`src/rtl/z80_io_pkg.sv`:
```
`default_nettype none
// ============================================================================
// Module   : z80_io_pkg
// Brief    : Shared state encoding and defaults for the Z80 bus/pad interface.
// Revision : 1.0 - initial release
// ============================================================================
package z80_io_pkg;

  typedef enum logic [1:0] {
    IDLE  = 2'd0,
    DRIVE = 2'd1,
    TURN  = 2'd2
  } bus_state_e;

  localparam logic c_strobe_rst     = 1'b1;
  localparam int   c_addr_w_def     = 16;
  localparam int   c_data_w_def     = 8;
  localparam int   c_sync_stages_def = 2;
  localparam int   c_turn_cyc_def   = 1;

endpackage : z80_io_pkg
`default_nettype wire

```
`src/rtl/z80_bus_io_sync.sv`:
```
`default_nettype none
// ============================================================================
// Module   : io_sync
// Brief    : STAGES-deep single-bit synchroniser, async active-low reset to 1.
// Revision : 1.0 - initial release
// ============================================================================
module io_sync
  import z80_io_pkg::*;
#(
  parameter int STAGES = c_sync_stages_def
) (
  input  logic clk,
  input  logic rst_n,
  input  logic i_d,
  output logic o_q
);

  logic [STAGES-1:0] sync_q;
  logic [STAGES-1:0] sync_d;

  always_comb begin
    sync_d = {sync_q[STAGES-2:0], i_d};
  end

  always_ff @(posedge clk or negedge rst_n) begin
    if (!rst_n) begin
      sync_q <= '1;
    end else begin
      sync_q <= sync_d;
    end
  end

  assign o_q = sync_q[STAGES-1];

endmodule : io_sync
`default_nettype wire

```
`src/rtl/z80_bus_io.sv`:
```
`default_nettype none
// ============================================================================
// Module   : z80_bus_io
// Brief    : Z80 core <-> pad ring interface: registered pads, input
//            synchronisers, write/turnaround data-bus FSM and NMI latch.
// Config   : BUS_IO_NMI_LATCH_EN - latch NMI falling edges until acknowledged
// Revision : 1.0 - initial release
// ============================================================================
module z80_bus_io
  import z80_io_pkg::*;
#(
  parameter int ADDR_W      = c_addr_w_def,
  parameter int DATA_W      = c_data_w_def,
  parameter int SYNC_STAGES = c_sync_stages_def,
  parameter int TURN_CYC    = c_turn_cyc_def
) (
  input  logic              CLK,
  input  logic              RESET,
  input  logic              INT_PAD,
  input  logic              NMI_PAD,
  input  logic              WAIT_PAD,
  input  logic [DATA_W-1:0] DI_PAD,
  output logic [DATA_W-1:0] DO_PAD,
  output logic              DO_OE,
  output logic [ADDR_W-1:0] ADDR_PAD,
  output logic              WR_PAD,
  output logic              MREQ_PAD,
  output logic              IORQ_PAD,
  output logic              HALT_PAD,
  output logic              M1_PAD,
  input  logic [ADDR_W-1:0] CORE_ADDR,
  input  logic [DATA_W-1:0] CORE_DO,
  input  logic              CORE_WR,
  input  logic              CORE_MREQ,
  input  logic              CORE_IORQ,
  input  logic              CORE_HALT,
  input  logic              CORE_M1,
  output logic [DATA_W-1:0] CORE_DI,
  output logic              CORE_INT,
  output logic              CORE_WAIT,
  output logic              CORE_NMI_REQ,
  input  logic              CORE_NMI_ACK
);

  localparam int               CNT_W       = $clog2(TURN_CYC + 1);
  localparam logic [CNT_W-1:0] c_turn_load = CNT_W'(TURN_CYC - 1);

  logic [ADDR_W-1:0] addr_pad_q, addr_pad_d;
  logic [DATA_W-1:0] do_pad_q, do_pad_d;
  logic [DATA_W-1:0] core_di_q, core_di_d;
  logic [4:0]        strobe_q, strobe_d;
  bus_state_e        state_q, state_d;
  logic [CNT_W-1:0]  cnt_q, cnt_d;
  logic              do_oe_q, do_oe_d;
  logic              bus_cyc, wr_req, rd_req;
  logic              int_sync, nmi_sync, wait_sync;

  io_sync #(.STAGES(SYNC_STAGES)) u_sync_int  (.clk(CLK), .rst_n(RESET), .i_d(INT_PAD),  .o_q(int_sync));
  io_sync #(.STAGES(SYNC_STAGES)) u_sync_nmi  (.clk(CLK), .rst_n(RESET), .i_d(NMI_PAD),  .o_q(nmi_sync));
  io_sync #(.STAGES(SYNC_STAGES)) u_sync_wait (.clk(CLK), .rst_n(RESET), .i_d(WAIT_PAD), .o_q(wait_sync));

  assign bus_cyc = !CORE_MREQ || !CORE_IORQ;
  assign wr_req  = !CORE_WR && bus_cyc;
  assign rd_req  =  CORE_WR && bus_cyc;

  always_comb begin
    addr_pad_d = CORE_ADDR;
    do_pad_d   = CORE_DO;
    strobe_d   = {CORE_WR, CORE_MREQ, CORE_IORQ, CORE_HALT, CORE_M1};
    state_d    = state_q;
    cnt_d      = cnt_q;
    unique case (state_q)
      IDLE:  if (wr_req) state_d = DRIVE;
      DRIVE: if (!wr_req) begin
        state_d = TURN;
        cnt_d   = c_turn_load;
      end
      TURN: begin
        if (wr_req)               state_d = DRIVE;
        else if (cnt_q == '0)     state_d = IDLE;
        else                      cnt_d   = cnt_q - CNT_W'(1);
      end
      default: state_d = IDLE;
    endcase
    // OE is derived from the next state so it toggles on the same edge as WR_PAD
    do_oe_d   = (state_d == DRIVE);
    core_di_d = (state_q == IDLE && rd_req) ? DI_PAD : core_di_q;
  end

  always_ff @(posedge CLK or negedge RESET) begin
    if (!RESET) begin
      addr_pad_q <= '0;
      do_pad_q   <= '0;
      core_di_q  <= '0;
      strobe_q   <= {5{c_strobe_rst}};
      state_q    <= IDLE;
      cnt_q      <= '0;
      do_oe_q    <= 1'b0;
    end else begin
      addr_pad_q <= addr_pad_d;
      do_pad_q   <= do_pad_d;
      core_di_q  <= core_di_d;
      strobe_q   <= strobe_d;
      state_q    <= state_d;
      cnt_q      <= cnt_d;
      do_oe_q    <= do_oe_d;
    end
  end

  assign ADDR_PAD = addr_pad_q;
  assign DO_PAD   = do_pad_q;
  assign DO_OE    = do_oe_q;
  assign CORE_DI  = core_di_q;
  assign {WR_PAD, MREQ_PAD, IORQ_PAD, HALT_PAD, M1_PAD} = strobe_q;
  assign CORE_INT  = int_sync;
  // Hold the core in wait states while a read overlaps the bus turnaround
  assign CORE_WAIT = wait_sync & ~(state_q == TURN && rd_req);

`ifdef BUS_IO_NMI_LATCH_EN
  logic nmi_prev_q, nmi_prev_d;
  logic nmi_pend_q, nmi_pend_d;

  always_comb begin
    nmi_prev_d = nmi_sync;
    nmi_pend_d = nmi_pend_q;
    if (CORE_NMI_ACK)              nmi_pend_d = 1'b0;
    if (nmi_prev_q && !nmi_sync)   nmi_pend_d = 1'b1;
  end

  always_ff @(posedge CLK or negedge RESET) begin
    if (!RESET) begin
      nmi_prev_q <= 1'b1;
      nmi_pend_q <= 1'b0;
    end else begin
      nmi_prev_q <= nmi_prev_d;
      nmi_pend_q <= nmi_pend_d;
    end
  end

  assign CORE_NMI_REQ = nmi_pend_q;
`else
  logic unused_nmi_ack;
  assign unused_nmi_ack = CORE_NMI_ACK;
  assign CORE_NMI_REQ   = ~nmi_sync;
`endif

endmodule : z80_bus_io
`default_nettype wire

```
`config.mk`:
```
export PLATFORM = sky130hd
export DESIGN_NAME = z80_bus_io
export DESIGN_NICKNAME = d
export VERILOG_FILES = /design/src/rtl/z80_io_pkg.sv /design/src/rtl/z80_bus_io_sync.sv /design/src/rtl/z80_bus_io.sv
export SDC_FILE = /design/constraint.sdc
export NUM_CORES = 1
export LEC_CHECK = 0
export ABC_AREA = 0
export BUFFER_PORTS_ARGS = -buffer_cell sky130_fd_sc_hd__buf_2
export CAP_MARGIN = 30
export CORE_AREA = 10 10 69 71
export CTS_BUF_LIST = sky130_fd_sc_hd__clkbuf_8
export DETAILED_ROUTE_END_ITERATION = 8
export DIE_AREA = 0 0 79 81
export GPL_ROUTABILITY_DRIVEN = 0
export HOLD_SLACK_MARGIN = 0.05
export PLACE_DENSITY = 0.72
export SLEW_MARGIN = 25
export SYNTH_ARGS = -nofsm -noshare
export SYNTH_HDL_FRONTEND = slang
export SYNTH_SLANG_ARGS = --single-unit
```
`constraint.sdc`:
```
create_clock -name CLK -period 2.1 [get_ports CLK]
set_input_delay 0.21 -clock CLK [delete_from_list [all_inputs] [get_ports CLK]]
set_output_delay 0.21 -clock CLK [all_outputs]
set_load 0.01 [all_outputs]
```
# Yosys cells after proc, flatten, opt, wreduce, memory -nomap -nowiden

Index checks and enable logic that the tools add are counted.

Output and inout port bits: 41
Flip-flop bits (word level): 47
Input port bits: 43

Muxes and demuxes: 9
Bitwise operators: 3
Reduce and logical (&&, ||, !) cells: 11
Eq/ne operators: 5
$add $sub $neg: 1

Operators with widths:

| cell                                                            | number |
|---|---|
| 2-bit two-way mux                                               | 4 |
| 2-bit one-hot mux with 3 select lines                           | 1 |
| 2-bit by 1-bit == test with 1-bit output, second input constant | 2 |
| 1-bit logical AND                                               | 4 |
| 2-bit inequality test, second input constant                    | 2 |
| 1-bit logical NOT                                               | 3 |
| 1-bit two-way mux                                               | 3 |
| 3-bit AND reduction                                             | 1 |
| 2-bit == test, second input constant                            | 1 |
| 2-bit logical NOT                                               | 1 |
| 1-bit inverter                                                  | 2 |
| 1-bit one-hot mux with 2 select lines                           | 1 |
| 2-bit nonzero test                                              | 1 |
| 1-bit bitwise AND                                               | 1 |
| 1-bit logical OR                                                | 1 |
| 1-bit subtractor, second input constant                         | 1 |

# Longest topological paths before layout

Gate-level depths: netlist of run 1.

Depth in word-level cells: 6
Depth in mapped cells: 3
Gate-level depth less buffers: 3

# Cells and area by module

A second synthesis of run 1 with hierarchy kept.

Cell total of the unflattened synthesis: 63
Area, all modules: 1332.5 µm²

Modules (own cells, without submodules):

| module     | cells an instance | instances | area each (µm²) |
|---|---|---|---|
| z80_bus_io | 57                | 1         | 1174.9 |
| io_sync    | 2                 | 3         | 52.6 |

# Worst setup path before layout of run 1

OpenSTA, ideal clock, no wires.

Path type: flip-flop to flip-flop
Start: register state_q[1]
End: register core_di_q[0] (netlist: CORE_DI[0])
Slack: 653 ps
Cell stages (with the launch flop): 3
Arrival: 1322 ps
Data required time: 1975 ps
Library setup time: 125 ps
Buffers on the path: 0
Path through: dfrtp_1 -> a2111oi_4 -> mux2_2

Cells in the longest elaborated chain, start to end: 2

Ends and longest elaborated chain:

| what                   | RTL line          | text |
|---|---|---|
| start, declared        | z80_bus_io.sv:52  | `bus_state_e state_q, state_d;` |
| start signal, assigned | z80_bus_io.sv:104 | `state_q <= state_d;` |
| 2-bit logical NOT      | z80_bus_io.sv:87  | `core_di_d = (state_q == IDLE && rd_req) ? DI_PAD : core_di_q;` |
| 1-bit logical AND      | z80_bus_io.sv:87  |  |
| end signal, assigned   | z80_bus_io.sv:102 | `core_di_q <= core_di_d;` |
| end, declared          | z80_bus_io.sv:50  | `logic [DATA_W-1:0] core_di_q, core_di_d;` |

Every way passes these cells.
A chain may end at the register's enable or synchronous reset.

# Worst setup path after layout of run 1

Start: input port CORE_MREQ
End: register core_di_q[4] (netlist: CORE_DI[4])

Cells in the longest elaborated chain, start to end: 4

Ends and longest elaborated chain:

| what              | RTL line         | text |
|---|---|---|
| start, declared   | z80_bus_io.sv:34 | `input logic CORE_MREQ,` |
| 1-bit logical NOT | z80_bus_io.sv:62 | `assign bus_cyc = !CORE_MREQ \|\| !CORE_IORQ;` |
| 1-bit logical OR  | z80_bus_io.sv:62 |  |
| 1-bit logical AND | z80_bus_io.sv:64 | `assign rd_req = CORE_WR && bus_cyc;` |
| 1-bit logical AND | z80_bus_io.sv:87 |  |

Every way passes these cells.

==> results of run 1 <==
cell usage after synthesis:
master / instances / area share
sky130_fd_sc_hd__a2111oi_4: 1 / 0.021
sky130_fd_sc_hd__a211oi_1: 1 / 0.0056
sky130_fd_sc_hd__a21boi_0: 3 / 0.017
sky130_fd_sc_hd__a21oi_1: 1 / 0.0038
sky130_fd_sc_hd__dfrtp_1: 35 / 0.66
sky130_fd_sc_hd__dfstp_2: 11 / 0.22
sky130_fd_sc_hd__inv_1: 2 / 0.0056
sky130_fd_sc_hd__mux2_2: 8 / 0.068
sky130_fd_sc_hd__nor3b_1: 1 / 0.0056
critical path, cell delays in order:
cell and delay (ns):
sky130_fd_sc_hd__dlygate4sd3_1 0.53, sky130_fd_sc_hd__buf_2 0.15, sky130_fd_sc_hd__a2111oi_4 0.66, sky130_fd_sc_hd__mux2_2 0.41
stage by stage:
step	instance area (um2)	total power [mW]	hold WS, ns	utilization	instances
finish	2240	1.78	0.146	0.635	237
global placement	1820	1.23	0.0725	0.516	195
floorplan	1330	1.09	-0.0856	-	63
detailed placement	1820	1.24	0.0750	0.516	195
global route	2240	1.88	0.147	0.635	237
CTS	2220	1.79	0.0516	0.629	234
cell type report:
class	count	area, um2	area share
tap	48	60.1	0.0268
clock buffer	5	68.8	0.0307
sequential	46	1160	0.520
multi-input combinational	15	160	0.0715
timing repair buffer	117	756	0.338
inverter	2	7.51	0.00335
antenna	1	2.50	0.00112
clock inverter	3	18.8	0.00838
per-layer routing:
layer	routed length [um]	GRT usage	vias to the layer above
met5	0	0	-
met4	74	0.0556	0
met3	755	0.116	7
met2	1860	0.222	65
met1	1440	0.125	485
li1	-	-	455
worst max path at each step:
stage / from / endpoint / slack [ns] / depth (start not counted)
3_5_place_dp: state_q[1]$_DFF_PN0_ / CORE_DI[5]$_DFFE_PN0P_ / 0.46 / 2
5_1_grt: CORE_MREQ / CORE_DI[2]$_DFFE_PN0P_ / 0.23 / 4
4_1_cts: CORE_WR / CORE_DI[5]$_DFFE_PN0P_ / 0.41 / 5
3_3_place_gp: state_q[1]$_DFF_PN0_ / CORE_DI[0]$_DFFE_PN0P_ / 0.52 / 2
6_report: CORE_MREQ / CORE_DI[4]$_DFFE_PN0P_ / 0.31 / 4
2_1_floorplan: state_q[1]$_DFF_PN0_ / CORE_DI[0]$_DFFE_PN0P_ / 0.65 / 2
logic make-up (layout without fill, tap and decap cells):
kind of cell,Yosys count,after routing,share of synthesized area
compound gates,6,6,0.0469
buf+inv,2,127,0.00564
flops,46,46,0.874
mux,8,8,0.0676
other cells,0,1,0
simple gates,1,1,0.00564
registers in the layout, summed over array words and instances, names as in the netlist:
register,cells
ADDR_PAD,16
CORE_DI,8
DO_OE,1
DO_PAD,8
state_q,2
strobe_q,5
u_sync_int.sync_q,2
u_sync_nmi.sync_q,2
u_sync_wait.sync_q,2
power breakdown:
part	switching, mW	internal, mW	leakage [nW]
registers	0.0318	0.966	0.527
clock network	0.285	0.230	0.0416
logic	0.123	0.148	0.526
timing repair:
item / CTS / global route
gates resized for setup: 0 / 0
hold buffers: 31 / 2
endpoints found under the hold margin: 39 / 2
==> flow_summary.toml, run 1 <==
[place]
place.port_buffers = 82
post-place-ws_ns = 0.463
dp.final_hpwl_um = 2740

[die]
die-height_um = 81
die-area_um2 = 6400
rows = 22
die-width_um = 79
floorplan.core_area_um2 = 3520
boundaryPins = 84
initial_core_utilization = 0.378

[worst_setup_path]
worst-r2r-cell-count = 2
endpoint_arrival_time_on_the_critical_path_ns = 1.97
worst_setup_path_end_kind = "flop"
regToRegEndpoint = "CORE_DI[4]$_DFFE_PN0P_"
worst-path-max-fanout = 8
setup.worst_path.start_class = "input pin"
type_of_the_setup_path_with_the_least_slack = "in -> reg"
r2r_slack_ns = 0.47
worst_r2r_startpoint = "state_q[1]$_DFF_PN0_"
required_time_worst_endpoint_ns = 2.28

[sta]
fmaxAchievable_mhz = 558
timing.final.hold_violations = 0
timing.slew.headroom = 0.564
final-setup-viol-count = 0
period_share = 0.854
finalWorstSetupSlack_ns = 0.306
final_period_minus_worst_setup_slack_ns = 1.79
slew_violations = 0
tightest_slew_ns = 0.653
grt_setup_unrepaired = "false"
setup_total_neg_slack_ns = 0
worst_clock_skew_ns = 0.0110

[cts]
number_of_sinks_on_the_clock_net = 46
cts_made_buffers = 5
buffers_from_clock_root_to_sink_at_most = 2
cts-htree-levels = 2
clockRootBuffer = "sky130_fd_sc_hd__clkbuf_8"
cts_tree = "done"
clk-insertion-delay-late_ns = 0.30
worst_setup_hold_path_clk_slew_ns = 0.08
cts_setup_buffers = 0

[synth]
synth.cell_area_um2 = 1330
synth-seq-area-share = 0.874
synth-warning-count = 0
nets_in_the_synthesized_netlist = 106
postSynthCellCount = 63
syn_avg_cell_area_um2 = 21.2
ys_seq_elements = 46
yosysUniqueCellTypes = 9

[global_routing]
grt_first_pass_wirelength_um = 6690
grtUsageTotal = 0.138
global_route.overflow_total = 0
grt_antenna_before_repair = 1
grt_start_max_net_pins = 20
first_global_vias = 1263

[layout]
final_cell_mix = "sky130_fd_sc_hd__buf_2, sky130_fd_sc_hd__dfrtp_1, sky130_fd_sc_hd__dlygate4sd3_1"
syn2layout_area_growth_pct = 68.0
fillCellCount = 270
drive_gt1_frac = 0.590
num-nets-final = 230
final_common_cell = "sky130_fd_sc_hd__buf_2"

[power_and_ir_drop]
cellLeakagePower_nw = 1.10
power_per_cell_area_nw_per_um2 = 797
vdd.ir_drop.worst_mv = 0.483

[detailed_routing]
number_of_drc_violations_after_detailed_routing_iteration_0 = 22
avgRoutedWirePerCell_um = 17.4
totalWireLength_um = 4130
vias = 1012
antenna_left = 0
drt_pass1_iterations = 4
detail_route.drc_violations = 0
vias_per_cell = 4.27

[outcome]
outcome = "finished, final reports clean"

[hold_path]
hold_class = "in -> reg"
worstHoldEndpoint = "CORE_DI[1]$_DFFE_PN0P_"
hold_path_depth = 2
worstHoldStart = "DI_PAD[1]"

[flow_run]
cap_violations = 0
Note: power is estimated with default switching activity, not from simulation.
==> run 2, diff against run 1 <==
--- a/config.mk
+++ b/config.mk
@@ -8,10 +8,10 @@
 export ABC_AREA = 0
 export BUFFER_PORTS_ARGS = -buffer_cell sky130_fd_sc_hd__buf_2
 export CAP_MARGIN = 30
-export CORE_AREA = 10 10 69 71
+export CORE_AREA = 2 2 61 63
 export CTS_BUF_LIST = sky130_fd_sc_hd__clkbuf_8
 export DETAILED_ROUTE_END_ITERATION = 8
-export DIE_AREA = 0 0 79 81
+export DIE_AREA = 0 0 63 65
 export GPL_ROUTABILITY_DRIVEN = 0
 export HOLD_SLACK_MARGIN = 0.05
 export PLACE_DENSITY = 0.72
==> run 2 against run 1 <==
- worst setup slack better by 0.059 ns
- via count fell by 4.2%
- hold slack worse by 0.080 ns
- critical path depth did not move
- clock power rose by 28%
- clock skew fell by 0.0073 ns
- final area increased by 0.39%
- total power up 7.1%
- combinational power down 4%
- maximum frequency increased by 3.4%
- largest cell class unchanged
- largest power group unchanged
==> flow_summary.toml, run 2 (synthesized netlist as in run 1, its figures left out) <==
[worst_setup_path]
setup.worst_path.start_class = "input pin"
required_time_worst_endpoint_ns = 2.28
critPathCapture = "CORE_DI[4]$_DFFE_PN0P_"
r2r_slack_ns = 0.54
worst_r2r_startpoint = "state_q[1]$_DFF_PN0_"
startpoint = "CORE_MREQ"
type_of_the_setup_path_with_the_least_slack = "in -> reg"
regToRegEndpoint = "CORE_DI[4]$_DFFE_PN0P_"
endpoint_arrival_time_on_the_critical_path_ns = 1.91
worst-r2r-cell-count = 2
worst-path-max-fanout = 8
worst_setup_path_end_kind = "flop"

[cts]
cts_made_buffers = 5
cts-htree-levels = 2
number_of_sinks_on_the_clock_net = 46
clockRootBuffer = "sky130_fd_sc_hd__clkbuf_8"
clk-insertion-delay-late_ns = 0.29
worst_setup_hold_path_clk_slew_ns = 0.07
buffers_from_clock_root_to_sink_at_most = 2
cts_tree = "done"

[global_routing]
grt_first_pass_wirelength_um = 5160
grt_antenna_before_repair = 0
grtUsageTotal = 0.173
first_global_vias = 1102
global_route.overflow_total = 0
grt_start_max_net_pins = 26

[sta]
slew_violations = 0
final_period_minus_worst_setup_slack_ns = 1.73
fmaxAchievable_mhz = 576
timing.final.hold_violations = 0
worst_clock_skew_ns = 0.00367
final-setup-viol-count = 0
timing.hold.ws_ns = 0.0658
tightest_slew_ns = 0.599
setup_total_neg_slack_ns = 0
grt_setup_unrepaired = "false"
period_share = 0.826
timing.slew.headroom = 0.600

[detailed_routing]
vias = 970
drt_pass1_iterations = 3
antenna_left = 0
number_of_drc_violations_after_detailed_routing_iteration_0 = 11
vias_per_cell = 4.15
avgRoutedWirePerCell_um = 13.7
detail_route.drc_violations = 0
totalWireLength_um = 3210

[outcome]
outcome = "finished, final reports clean"

[place]
dp.final_hpwl_um = 1940
place.port_buffers = 82
dp_cells = 194

[layout]
finish.cell_count_without_fillers = 234
drive_gt1_frac = 0.591
final_common_cell = "sky130_fd_sc_hd__buf_2"
syn2layout_area_growth_pct = 68.6
antenna-diode-count = 0
largest_register_ffs = 16
final_core_utilization = 0.643
fillCellCount = 262
final_cell_mix = "sky130_fd_sc_hd__buf_2, sky130_fd_sc_hd__dfrtp_1, sky130_fd_sc_hd__dlygate4sd3_1"
num-nets-final = 228

[power_and_ir_drop]
vdd.ir_drop.worst_mv = 0.610
power_per_cell_area_nw_per_um2 = 850
cellLeakagePower_nw = 1.11

[hold_path]
hold_class = "in -> reg"
worstHoldStart = "CORE_IORQ"

[die]
floorplan.core_area_um2 = 3500
boundaryPins = 84
die-height_um = 65
die-area_um2 = 4100
rows = 22
die-width_um = 63
initial_core_utilization = 0.381

[flow_run]
cap_violations = 0
[run 2: timing repair]
action | CTS | global route
hold buffers | 31 | 1
setup buffers | 0 | 0
resized for setup | 0 | 0
endpoints found under the hold margin | 42 | 1
[run 2: metal layers]
| layer | global-route usage | share of wire |
|---|---|---|
| met1 | 0.183 | 0.38 |
| met5 | 0 | 0 |
| met4 | 0.0583 | 0.0031 |
| met2 | 0.286 | 0.49 |
| met3 | 0.106 | 0.12 |
[run 2: report_power, final]
group / leakage, nW / internal, mW / switching [mW] / total, mW
sequential: 0.527 / 0.966 / 0.0298 / 0.996
combinational: 0.517 / 0.146 / 0.114 / 0.260
clock: 0.0626 / 0.383 / 0.273 / 0.656
total: 1.11 / 1.49 / 0.417 / 1.91
[run 2: how the worst min path moves through the flow]
stage,slack (ns),endpoint,cells after the start
2_1_floorplan,-0.09,ADDR_PAD[0]$_DFF_PN0_,0
3_3_place_gp,0.17,ADDR_PAD[15]$_DFF_PN0_,1
3_5_place_dp,0.19,ADDR_PAD[9]$_DFF_PN0_,1
4_1_cts,0.06,strobe_q[2]$_DFF_PN1_,1
5_1_grt,0.05,strobe_q[2]$_DFF_PN1_,1
6_report,0.07,strobe_q[2]$_DFF_PN1_,1
[run 2: layout make-up]
type | count | area (um2) | area share
tap | 48 | 60.1 | 0.0267
sequential | 46 | 1160 | 0.518
clock inverter | 2 | 33.8 | 0.0150
timing repair buffer | 115 | 738 | 0.329
multi-input combinational | 15 | 160 | 0.0713
inverter | 2 | 7.51 | 0.00334
clock buffer | 6 | 82.6 | 0.0367
[run 2: critical path, stage by stage]
cell and delay, ns:
sky130_fd_sc_hd__dlygate4sd3_1 0.52, sky130_fd_sc_hd__buf_2 0.15, sky130_fd_sc_hd__a2111oi_4 0.62, sky130_fd_sc_hd__mux2_2 0.40
[run 2: through the flow]
step                      total power [mW]  cell area, um2  setup slack (ns)
after CTS                             1.92            2240             0.454
after floorplan                       1.09            1330             0.653
final                                 1.91            2250             0.365
after global placement                1.22            1810             0.520
after global routing                  2.00            2250             0.311
after detailed placement              1.23            1810             0.505
